### src/rtl/axis_video_pkg.sv
// Shared types and constants for the AXI4-Stream video frame guard.
package axis_video_pkg;

   typedef enum logic [1:0] {StIdle, StPass, StDrop} state_e;

   localparam int unsigned ERR_EOL_EARLY = 0;
   localparam int unsigned ERR_EOL_LATE  = 1;
   localparam int unsigned ERR_SOF_MID   = 2;
   localparam int unsigned ERR_BITS      = 3;

endpackage

### src/rtl/axis_reg_slice.sv
// One-deep AXI4-Stream output register; upstream ready is combinational pass-through.
module axis_reg_slice #(
   parameter int unsigned Width = 10
) (
   input  logic             clk_i,
   input  logic             rst_ni,
   input  logic             in_valid_i,
   input  logic [Width-1:0] in_data_i,
   output logic             in_ready_o,
   output logic             out_valid_o,
   output logic [Width-1:0] out_data_o,
   input  logic             out_ready_i
);

   logic             valid_q;
   logic [Width-1:0] data_q;

   assign in_ready_o  = ~valid_q | out_ready_i;
   assign out_valid_o = valid_q;
   assign out_data_o  = data_q;

   always_ff @(posedge clk_i or negedge rst_ni) begin
      if (!rst_ni) begin
         valid_q <= 1'b0;
         data_q  <= '0;
      end else if (in_ready_o) begin
         valid_q <= in_valid_i;
         if (in_valid_i) begin
            data_q <= in_data_i;
         end
      end
   end

endmodule

### src/rtl/axis_video_frame_guard.sv
// AXIS video frame sanitiser: SOF alignment, geometry check, tlast/tuser regeneration.
// Optional statistics outputs are enabled by defining AXIS_FRAME_STATS_EN.
module axis_video_frame_guard
   import axis_video_pkg::*;
#(
   parameter int unsigned DATA_BITS = 8,
   parameter int unsigned XW        = 12,
   parameter int unsigned YW        = 12
) (
   input  logic                 aclk,
   input  logic                 aresetn,
   input  logic [DATA_BITS-1:0] s_axis_tdata,
   input  logic                 s_axis_tvalid,
   output logic                 s_axis_tready,
   input  logic                 s_axis_tlast,
   input  logic                 s_axis_tuser,
   output logic [DATA_BITS-1:0] m_axis_tdata,
   output logic                 m_axis_tvalid,
   input  logic                 m_axis_tready,
   output logic                 m_axis_tlast,
   output logic                 m_axis_tuser,
   input  logic [XW-1:0]        cfg_width,
   input  logic [YW-1:0]        cfg_height,
   input  logic                 err_clr,
   output logic [ERR_BITS-1:0]  err_status,
   output logic                 frame_done
`ifdef AXIS_FRAME_STATS_EN
   ,
   output logic [31:0]          frame_count,
   output logic [31:0]          drop_count,
   output logic [XW-1:0]        meas_width
`endif
);

   state_e                state_q, state_d;
   logic [XW-1:0]         x_q, x_d, w_q, w_d;
   logic [YW-1:0]         y_q, y_d, h_q, h_d;
   logic [ERR_BITS-1:0]   err_q, err_d, err_set;
   logic                  done_q, done_d;
   logic                  accept, fwd, o_user, o_last, x_last, y_last;
   logic [DATA_BITS+1:0]  slice_out;

   assign accept = s_axis_tvalid & s_axis_tready;
   assign x_last = (x_q == w_q - XW'(1));
   assign y_last = (y_q == h_q - YW'(1));

   always_comb begin
      state_d = state_q;
      x_d     = x_q;
      y_d     = y_q;
      w_d     = w_q;
      h_d     = h_q;
      err_set = '0;
      done_d  = 1'b0;
      fwd     = 1'b0;
      o_user  = 1'b0;
      o_last  = 1'b0;
      if (accept) begin
         if (s_axis_tuser) begin
            // An SOF beat is pixel (0,0) of a new frame, checked against the fresh geometry.
            if (state_q == StPass && (x_q != '0 || y_q != '0)) begin
               err_set[ERR_SOF_MID] = 1'b1;
            end
            w_d = cfg_width;
            h_d = cfg_height;
            x_d = '0;
            y_d = '0;
            if (cfg_width == '0 || cfg_height == '0) begin
               state_d = StIdle;
            end else begin
               fwd     = 1'b1;
               o_user  = 1'b1;
               state_d = StPass;
               if (cfg_width == XW'(1)) begin
                  o_last = 1'b1;
                  if (cfg_height == YW'(1)) begin
                     done_d  = 1'b1;
                     state_d = StIdle;
                  end else begin
                     y_d = YW'(1);
                  end
               end else begin
                  x_d = XW'(1);
               end
            end
         end else if (state_q == StPass) begin
            fwd    = 1'b1;
            o_user = (x_q == '0) && (y_q == '0);
            o_last = s_axis_tlast | x_last;
            if (s_axis_tlast && !x_last) begin
               err_set[ERR_EOL_EARLY] = 1'b1;
               state_d                = StDrop;
            end else if (x_last && !s_axis_tlast) begin
               err_set[ERR_EOL_LATE] = 1'b1;
               state_d               = StDrop;
            end else if (x_last) begin
               x_d = '0;
               y_d = y_q + YW'(1);
               if (y_last) begin
                  y_d     = '0;
                  done_d  = 1'b1;
                  state_d = StIdle;
               end
            end else begin
               x_d = x_q + XW'(1);
            end
         end
      end
      // A new error in the same cycle as err_clr survives the clear.
      err_d = (err_clr ? '0 : err_q) | err_set;
   end

   always_ff @(posedge aclk or negedge aresetn) begin
      if (!aresetn) begin
         state_q <= StIdle;
         x_q     <= '0;
         y_q     <= '0;
         w_q     <= '0;
         h_q     <= '0;
         err_q   <= '0;
         done_q  <= 1'b0;
      end else begin
         state_q <= state_d;
         x_q     <= x_d;
         y_q     <= y_d;
         w_q     <= w_d;
         h_q     <= h_d;
         err_q   <= err_d;
         done_q  <= done_d;
      end
   end

   axis_reg_slice #(
      .Width(DATA_BITS + 2)
   ) u_slice (
      .clk_i       (aclk),
      .rst_ni      (aresetn),
      .in_valid_i  (fwd),
      .in_data_i   ({o_user, o_last, s_axis_tdata}),
      .in_ready_o  (s_axis_tready),
      .out_valid_o (m_axis_tvalid),
      .out_data_o  (slice_out),
      .out_ready_i (m_axis_tready)
   );

   assign {m_axis_tuser, m_axis_tlast, m_axis_tdata} = slice_out;
   assign err_status = err_q;
   assign frame_done = done_q;

`ifdef AXIS_FRAME_STATS_EN
   logic [31:0]   frame_cnt_q, drop_cnt_q;
   logic [XW-1:0] meas_q;

   always_ff @(posedge aclk or negedge aresetn) begin
      if (!aresetn) begin
         frame_cnt_q <= '0;
         drop_cnt_q  <= '0;
         meas_q      <= '0;
      end else begin
         if (done_d) begin
            frame_cnt_q <= frame_cnt_q + 32'd1;
         end
         if (accept && !fwd && drop_cnt_q != '1) begin
            drop_cnt_q <= drop_cnt_q + 32'd1;
         end
         if (accept && s_axis_tlast) begin
            meas_q <= s_axis_tuser ? XW'(1) : x_q + XW'(1);
         end
      end
   end

   assign frame_count = frame_cnt_q;
   assign drop_count  = drop_cnt_q;
   assign meas_width  = meas_q;
`endif

endmodule

### config.mk
export PLATFORM = sky130hd
export DESIGN_NAME = axis_video_frame_guard
export DESIGN_NICKNAME = d
export VERILOG_FILES = /design/src/rtl/axis_video_pkg.sv /design/src/rtl/axis_reg_slice.sv /design/src/rtl/axis_video_frame_guard.sv
export SDC_FILE = /design/constraint.sdc
export NUM_CORES = 1
export LEC_CHECK = 0
export ABC_AREA = 1
export BUFFER_PORTS_ARGS = -buffer_cell sky130_fd_sc_hd__buf_2
export CORE_ASPECT_RATIO = 1.4
export CORE_MARGIN = 1.5
export CORE_UTILIZATION = 40
export DETAILED_ROUTE_END_ITERATION = 7
export PLACE_DENSITY_LB_ADDON = 0.25
export SLEW_MARGIN = 20
export SYNTH_ARGS = -nofsm -noshare
export SYNTH_HDL_FRONTEND = slang
export SYNTH_SLANG_ARGS = --single-unit
export TNS_END_PERCENT = 30
### constraint.sdc
create_clock -name aclk -period 4.1 [get_ports aclk]
set_input_delay 0.41 -clock aclk [delete_from_list [all_inputs] [get_ports aclk]]
set_output_delay 0.41 -clock aclk [all_outputs]
set_load 0.05 [all_outputs]
==> results.sh, run 1 <==
export IMPL_io_buffers=54
export IMPL_busiest_layer="met2"
export IMPL_synth_area_sq_mm=0.00427
export IMPL_fin_total_pwr_mw=2.61
export IMPL_cts_tree="yes"
export IMPL_antenna_found_initial=0
export IMPL_grt_use_met2_pct=35.5
export IMPL_die_w_um=90.4
export IMPL_fmax_ghz=0.314
export IMPL_syn_nets=664
export IMPL_fp_row_count=44
export IMPL_area_growth_synth_to_final_pct=16.4
export IMPL_vias=4055
export IMPL_ios=55
export IMPL_use_met3_pct=3.83
export IMPL_via_per_inst=4.97
export IMPL_p_int_mw=1.53
export IMPL_grt_overflow_total=0
export IMPL_worst_clock_skew_ns=0.00710
export IMPL_p_sw_share_pct=41.3
export IMPL_ys_warn_count=0
export IMPL_die_area_sq_mm=0.0113
export IMPL_ir_drop_v=0.000261
export IMPL_start_util_pct=41.1
export IMPL_yosysSeqAreaShare_pct=38.1
export IMPL_synthAdderAreaFrac_pct=2.64
export IMPL_nNetsFinal=721
export IMPL_p_clk_share_pct=29.4
export IMPL_drtIter0Drc=208
export IMPL_power_leakage_nw=2.59
export IMPL_worst_pin_slew_ns=0.751
export IMPL_pwr_share_comb_pct=36.3
export IMPL_grt_pass1_wl_um=18600
export IMPL_cap_viol_max_count=0
export IMPL_ys_types=41
export IMPL_clk_pin_slew_ns=0.06
export IMPL_grt_pass1_vias=4053
export IMPL_core_area_sq_mm=0.0104
export IMPL_status="complete, no violations"
export IMPL_finalHoldViolations=0
export IMPL_postCtsSetupRepairBufs=0
export IMPL_die_h_um=125
export IMPL_syn_avg_cell_area_sq_um=6.94
export IMPL_avgRoutedWirePerCell_um=13.1
export IMPL_drcViolationCount=0
export IMPL_antenna_left=0
export IMPL_clock_latency_ns=0.33
export IMPL_crit_fanout=9
export IMPL_rsz0062_at_grt="false"
export IMPL_p_switching_mw=1.08
export IMPL_grt_max_degree=35
export IMPL_p_per_area_mw_per_mm2=525
export IMPL_synthCells=616
export IMPL_tns_ns=0
export IMPL_cts_root_buf="clkbuf_16"
export IMPL_cts_made_buffers=9
export IMPL_worst_ep_required_time_ns=4.36
export IMPL_slew_headroom_pct=49.9
export IMPL_antenna_cells=0
export IMPL_synth_xor_area_share_pct=6.15
export IMPL_dp_hpwl_um=8270
export IMPL_synth_top_family_by_area="simple AND/OR/NAND/NOR gates"
export IMPL_drive_gt1_share_pct=14.6
export IMPL_max_clock_path_buffers=2
export IMPL_setup_viol=0
export IMPL_synth_compound_area_share_pct=6.85
export IMPL_final_common_cell="nand2_1"
export IMPL_synthSimpleGateAreaFrac_pct=36.7
export IMPL_grt_use_met1_pct=23.1
export IMPL_htreeDepth=3
export IMPL_hp_class="primary input to asynchronous set/reset pin"
export IMPL_power_frac_seq_pct=34.3
export IMPL_postCtsHoldBufs=0
export IMPL_reg2regPathDepth=18
export IMPL_period_share_pct=77.6
export IMPL_synth_seq_cells=65
export IMPL_worstSetupPathType="register to register"
export IMPL_drt_pass1_iterations=5
export IMPL_post_cts_resize_count=0
export IMPL_start_kind="register"
export IMPL_drv_slew=0
export IMPL_crit_path_end_kind="register"
export IMPL_globalplace_congestion=0.873
export IMPL_crit_arrival_ns=3.44
export IMPL_grtUsageTotal_pct=20.4
export IMPL_wl_um=10700
export IMPL_clock_sinks=65
export IMPL_fin_crit_ns=3.18
export IMPL_layout_common_cells="196 x nand2_1, 83 x inv_1, 65 x dfrtp_1"
export IMPL_synthMuxAreaShare_pct=0
==> final cells by class <==
class	instances	area, sq um
fill	1051	5430
multi-input combinational	449	2240
sequential	65	1630
inverter	91	347
timing repair buffer	57	293
clock buffer	9	225
tap	138	173
clock inverter	7	71.3
==> critical path: stages, from the launching register on <==
cell and delay [ns]:
dfrtp_1 0.37, inv_1 0.12, ha_1 0.20, nand3_1 0.18, o21ai_1 0.23, nand2_1 0.08, nand2_1 0.06, nand2_1 0.06
nor2_2 0.08, nand3_2 0.15, ha_1 0.25, inv_1 0.07, nor2_1 0.06, nor3_4 0.43, inv_2 0.18, nor3_1 0.25
nand2_1 0.10, xor2_1 0.15, nor2_1 0.09
==> registers in the layout (all words and copies together) (netlist names) <==
register and cells:
err_status 3, frame_done 1, h_q 12, state_q 2, u_slice.out_data_o 10, u_slice.out_valid_o 1, w_q 12, x_q 12
y_q 12
==> cells in the mapped netlist (all sizes together) <==
cell | count | area share (%)
nand2 | 202 | 19
inv | 87 | 7.6
nor2 | 71 | 7.1
dfrtp | 65 | 38
nand3 | 50 | 6.0
o21ai | 46 | 5.5
xor2 | 23 | 4.7
nor3 | 14 | 2.0
ha | 9 | 2.6
clkbuf | 8 | 0.70
xnor2 | 7 | 1.4
nand4 | 6 | 1.0
a21oi | 5 | 0.59
nor4 | 5 | 0.88
clkinv | 4 | 0.47
buf | 3 | 0.73
nand3b | 3 | 0.53
o22ai | 2 | 0.29
or2 | 2 | 0.29
a31oi | 1 | 0.15
nor3b | 1 | 0.29
o21bai | 1 | 0.18
o31ai | 1 | 0.18
==> layer usage <==
| metal | routed length, um | vias to the layer above |
|---|---|---|
| met3 | 412 | 34 |
| met2 | 5450 | 104 |
| li1 | - | 2043 |
| met4 | 486 | 0 |
| met5 | 0 | - |
| met1 | 4340 | 1874 |
==> through the flow <==
step	setup slack, ns	std cells	area, sq um	hold WS (ns)	util [%]
finish	0.919	816	4970	0.140	47.8
detailed placement	0.986	800	4680	0.455	44.9
CTS	0.931	816	4970	0.172	47.8
global placement	1.16	800	4680	0.451	44.9
global route	0.644	816	4970	0.203	47.8
floorplan	1.41	616	4270	0.114	-
==> path summary, 6_finish.rpt <==
kind / from / slack, ns / end
min: aresetn / 0.14 / h_q[5]
max reg2reg: w_q[0] / 0.92 / x_q[8]
max: w_q[0] / 0.92 / x_q[8]
min in group aclk: s_axis_tdata[1] / 0.28 / u_slice.out_data_o[1]
max in group asynchronous: aresetn / 3.01 / x_q[1]
min reg2reg: u_slice.out_data_o[4] / 0.47 / u_slice.out_data_o[4]
==> kinds of logic after synthesis <==
group / after synthesis
buf+inv: 102
xor+xnor: 30
flops: 65
simple gates: 354
fa+ha+maj: 9
compound gates: 56
==> power by group through the flow <==
stage          sequential, mW  clock (mW)  combinational [mW]
2_1_floorplan            1.04           0               0.562
3_3_place_gp            0.902           0               0.931
3_5_place_dp            0.907           0               0.948
4_1_cts                 0.895       0.785               0.954
5_1_grt                 0.919       0.823                1.07
6_report                0.895       0.768               0.948
(Power assumes the default switching activity.)
==> inputs of run 2 (changes only) <==
==> constraint.sdc (replaced) <==
create_clock -name aclk -period 3.31 [get_ports aclk]
set_input_delay 0.331 -clock aclk [delete_from_list [all_inputs] [get_ports aclk]]
set_output_delay 0.331 -clock aclk [all_outputs]
set_load 0.05 [all_outputs]
==> run 2 against run 1 <==
Die area unchanged. Critical path depth unchanged. Wire length down 0.51%. Largest cell class unchanged. Largest power group unchanged.
==> results.sh, run 2 (same netlist as run 1, synthesis figures left out) <==
export IMPL_ir_drop_v=0.000313
export IMPL_io_buffers=54
export IMPL_worst_ep_required_time_ns=3.58
export IMPL_drtIter0Drc=228
export IMPL_drv_slew=0
export IMPL_fp_row_count=44
export IMPL_die_area_sq_mm=0.0113
export IMPL_postPlaceCellArea_sq_mm=0.00470
export IMPL_p_per_area_mw_per_mm2=637
export IMPL_hp_class="primary input to register"
export IMPL_avgRoutedWirePerCell_um=13.0
export IMPL_power_leakage_nw=2.59
export IMPL_final_common_cell="nand2_1"
export IMPL_p_clk_share_pct=28.0
export IMPL_fin_hold_ws_ns=0.196
export IMPL_via_per_inst=4.84
export IMPL_antenna_found_initial=0
export IMPL_period_share_pct=87.1
export IMPL_tns_ns=0
export IMPL_worst_clock_skew_ns=0.00729
export IMPL_post_route_util_pct=47.9
export IMPL_nNetsFinal=725
export IMPL_dpl_cell_count=803
export IMPL_crit_slowest_cell="dfrtp_1"
export IMPL_grtUsageTotal_pct=20.3
export IMPL_worstSetupPathType="register to register"
export IMPL_cts_root_buf="clkbuf_16"
export IMPL_clock_sinks=65
export IMPL_cts_tree="yes"
export IMPL_crit_arrival_ns=3.15
export IMPL_p_switching_mw=1.35
export IMPL_rsz0062_at_grt="false"
export IMPL_cp_startpoint="w_q[0]"
export IMPL_power_frac_seq_pct=35.0
export IMPL_grt_max_degree=27
export IMPL_crit_fanout=5
export IMPL_grt_pass1_wl_um=18400
export IMPL_drcViolationCount=0
export IMPL_layout_setup_ws_ns=0.426
export IMPL_p_int_mw=1.83
export IMPL_cap_viol_max_count=0
export IMPL_die_h_um=125
export IMPL_antenna_cells=0
export IMPL_path_cells="inv_1 -> ha_1 -> nand3_1 -> o21ai_1 -> nand2_1 -> nand2_1 -> nand2_1 -> nor2_2 -> nand3_2 -> ha_1 -> inv_1 -> nor2_1 -> nor3_4 -> nand2_1 -> nor2_1 -> nand4_1 -> xor2_1 -> nor2_1"
export IMPL_vias=3970
export IMPL_start_kind="register"
export IMPL_fillers=1060
export IMPL_p_sw_share_pct=42.4
export IMPL_wl_um=10600
export IMPL_cp_common_cell="nand2_1"
export IMPL_post_place_ws_ns=0.405
export IMPL_fin_crit_ns=2.88
export IMPL_grt_overflow_total=0
export IMPL_start_util_pct=41.1
export IMPL_globalplace_congestion=0.887
export IMPL_dp_hpwl_um=8180
export IMPL_hold_start="s_axis_tdata[0]"
export IMPL_area_growth_synth_to_final_pct=16.7
export IMPL_status="complete, no violations"
export IMPL_crit_path_end_kind="register"
export IMPL_instances_no_fill=820
export IMPL_slew_headroom_pct=53.3
export IMPL_layout_common_cells="196 x nand2_1, 83 x inv_1, 65 x dfrtp_1"
export IMPL_clk_pin_slew_ns=0.06
export IMPL_max_stage_delay_ns=0.38
export IMPL_drt_pass1_iterations=5
export IMPL_post_cts_resize_count=0
export IMPL_max_clock_path_buffers=2
export IMPL_die_w_um=90.4
export IMPL_antenna_left=0
export IMPL_pwr_share_comb_pct=37.0
export IMPL_setup_viol=0
export IMPL_core_area_sq_mm=0.0104
export IMPL_timing_rr_start="w_q[0]"
export IMPL_cts_made_buffers=9
export IMPL_worst_pin_slew_ns=0.694
export IMPL_drive_gt1_share_pct=15.0
export IMPL_htreeDepth=3
export IMPL_grt_pass1_vias=4043
export IMPL_clock_latency_ns=0.33
export IMPL_final_area_sq_mm=0.00499
export IMPL_fin_total_pwr_mw=3.18
export IMPL_postCtsSetupRepairBufs=0
export IMPL_fmax_ghz=0.347
export IMPL_finalHoldViolations=0
export IMPL_ios=55
[run 2: cell count changes in the layout (fill, tap and decap cells not counted), sizes merged]
cell         before  now
clkinv           10    6
buf              57   60
clkinvlp          0    3
inv              87   89
bufinv            1    0
dlygate4sd3       0    1
[run 2: power groups by stage]
| stage | clock network (mW) | registers (mW) | logic, mW |
|---|---|---|---|
| after floorplan | 0 | 1.29 | 0.696 |
| after global placement | 0 | 1.12 | 1.16 |
| after detailed placement | 0 | 1.12 | 1.18 |
| after CTS | 0.915 | 1.11 | 1.19 |
| after global routing | 0.957 | 1.13 | 1.33 |
| final | 0.891 | 1.11 | 1.18 |
[run 2: worst max-delay path, delay by kind of cell, from the launching register on]
kind            cells  cell delay (ns)
compound gates      1             0.21
xor+xnor            1             0.16
fa+ha+maj           2             0.45
buf+inv             2             0.19
flops               1             0.38
simple gates       12             1.42
[run 2: final cells by class]
class | count | area (sq um) | area share [%]
multi-input cells | 449 | 2240 | 44.9
flip-flops and latches | 65 | 1630 | 32.6
inverters | 91 | 347 | 6.95
repair buffers | 61 | 325 | 6.52
clock buffers | 9 | 225 | 4.51
well taps | 138 | 173 | 3.46
clock inverters | 7 | 53.8 | 1.08
[run 2: path summary, 6_finish.rpt]
path	to	slack, ns	cells past startpoint
worst max register to register	x_q[9]	0.43	18
worst max-delay path	x_q[9]	0.43	18
worst min register to register	u_slice.out_data_o[4]	0.47	2
worst min-delay path	u_slice.out_data_o[0]	0.20	3
max in group asynchronous	err_status[1]	2.16	3
min in group asynchronous	h_q[5]	0.45	2
[run 2: routing by layer]
layer	vias up	global-route usage, %	routed length (um)
li1	2044	-	-
met1	1846	22.3	4340
met2	68	38.0	5830
met3	12	3.65	297
met4	0	8.50	170
met5	-	0	0
[run 2: repair_timing]
| action | 4_1_cts | 5_1_grt |
|---|---|---|
| hold buffers | 1 | 0 |
| hold endpoints to repair | 13 | 0 |
| setup endpoints to repair | 0 | 0 |
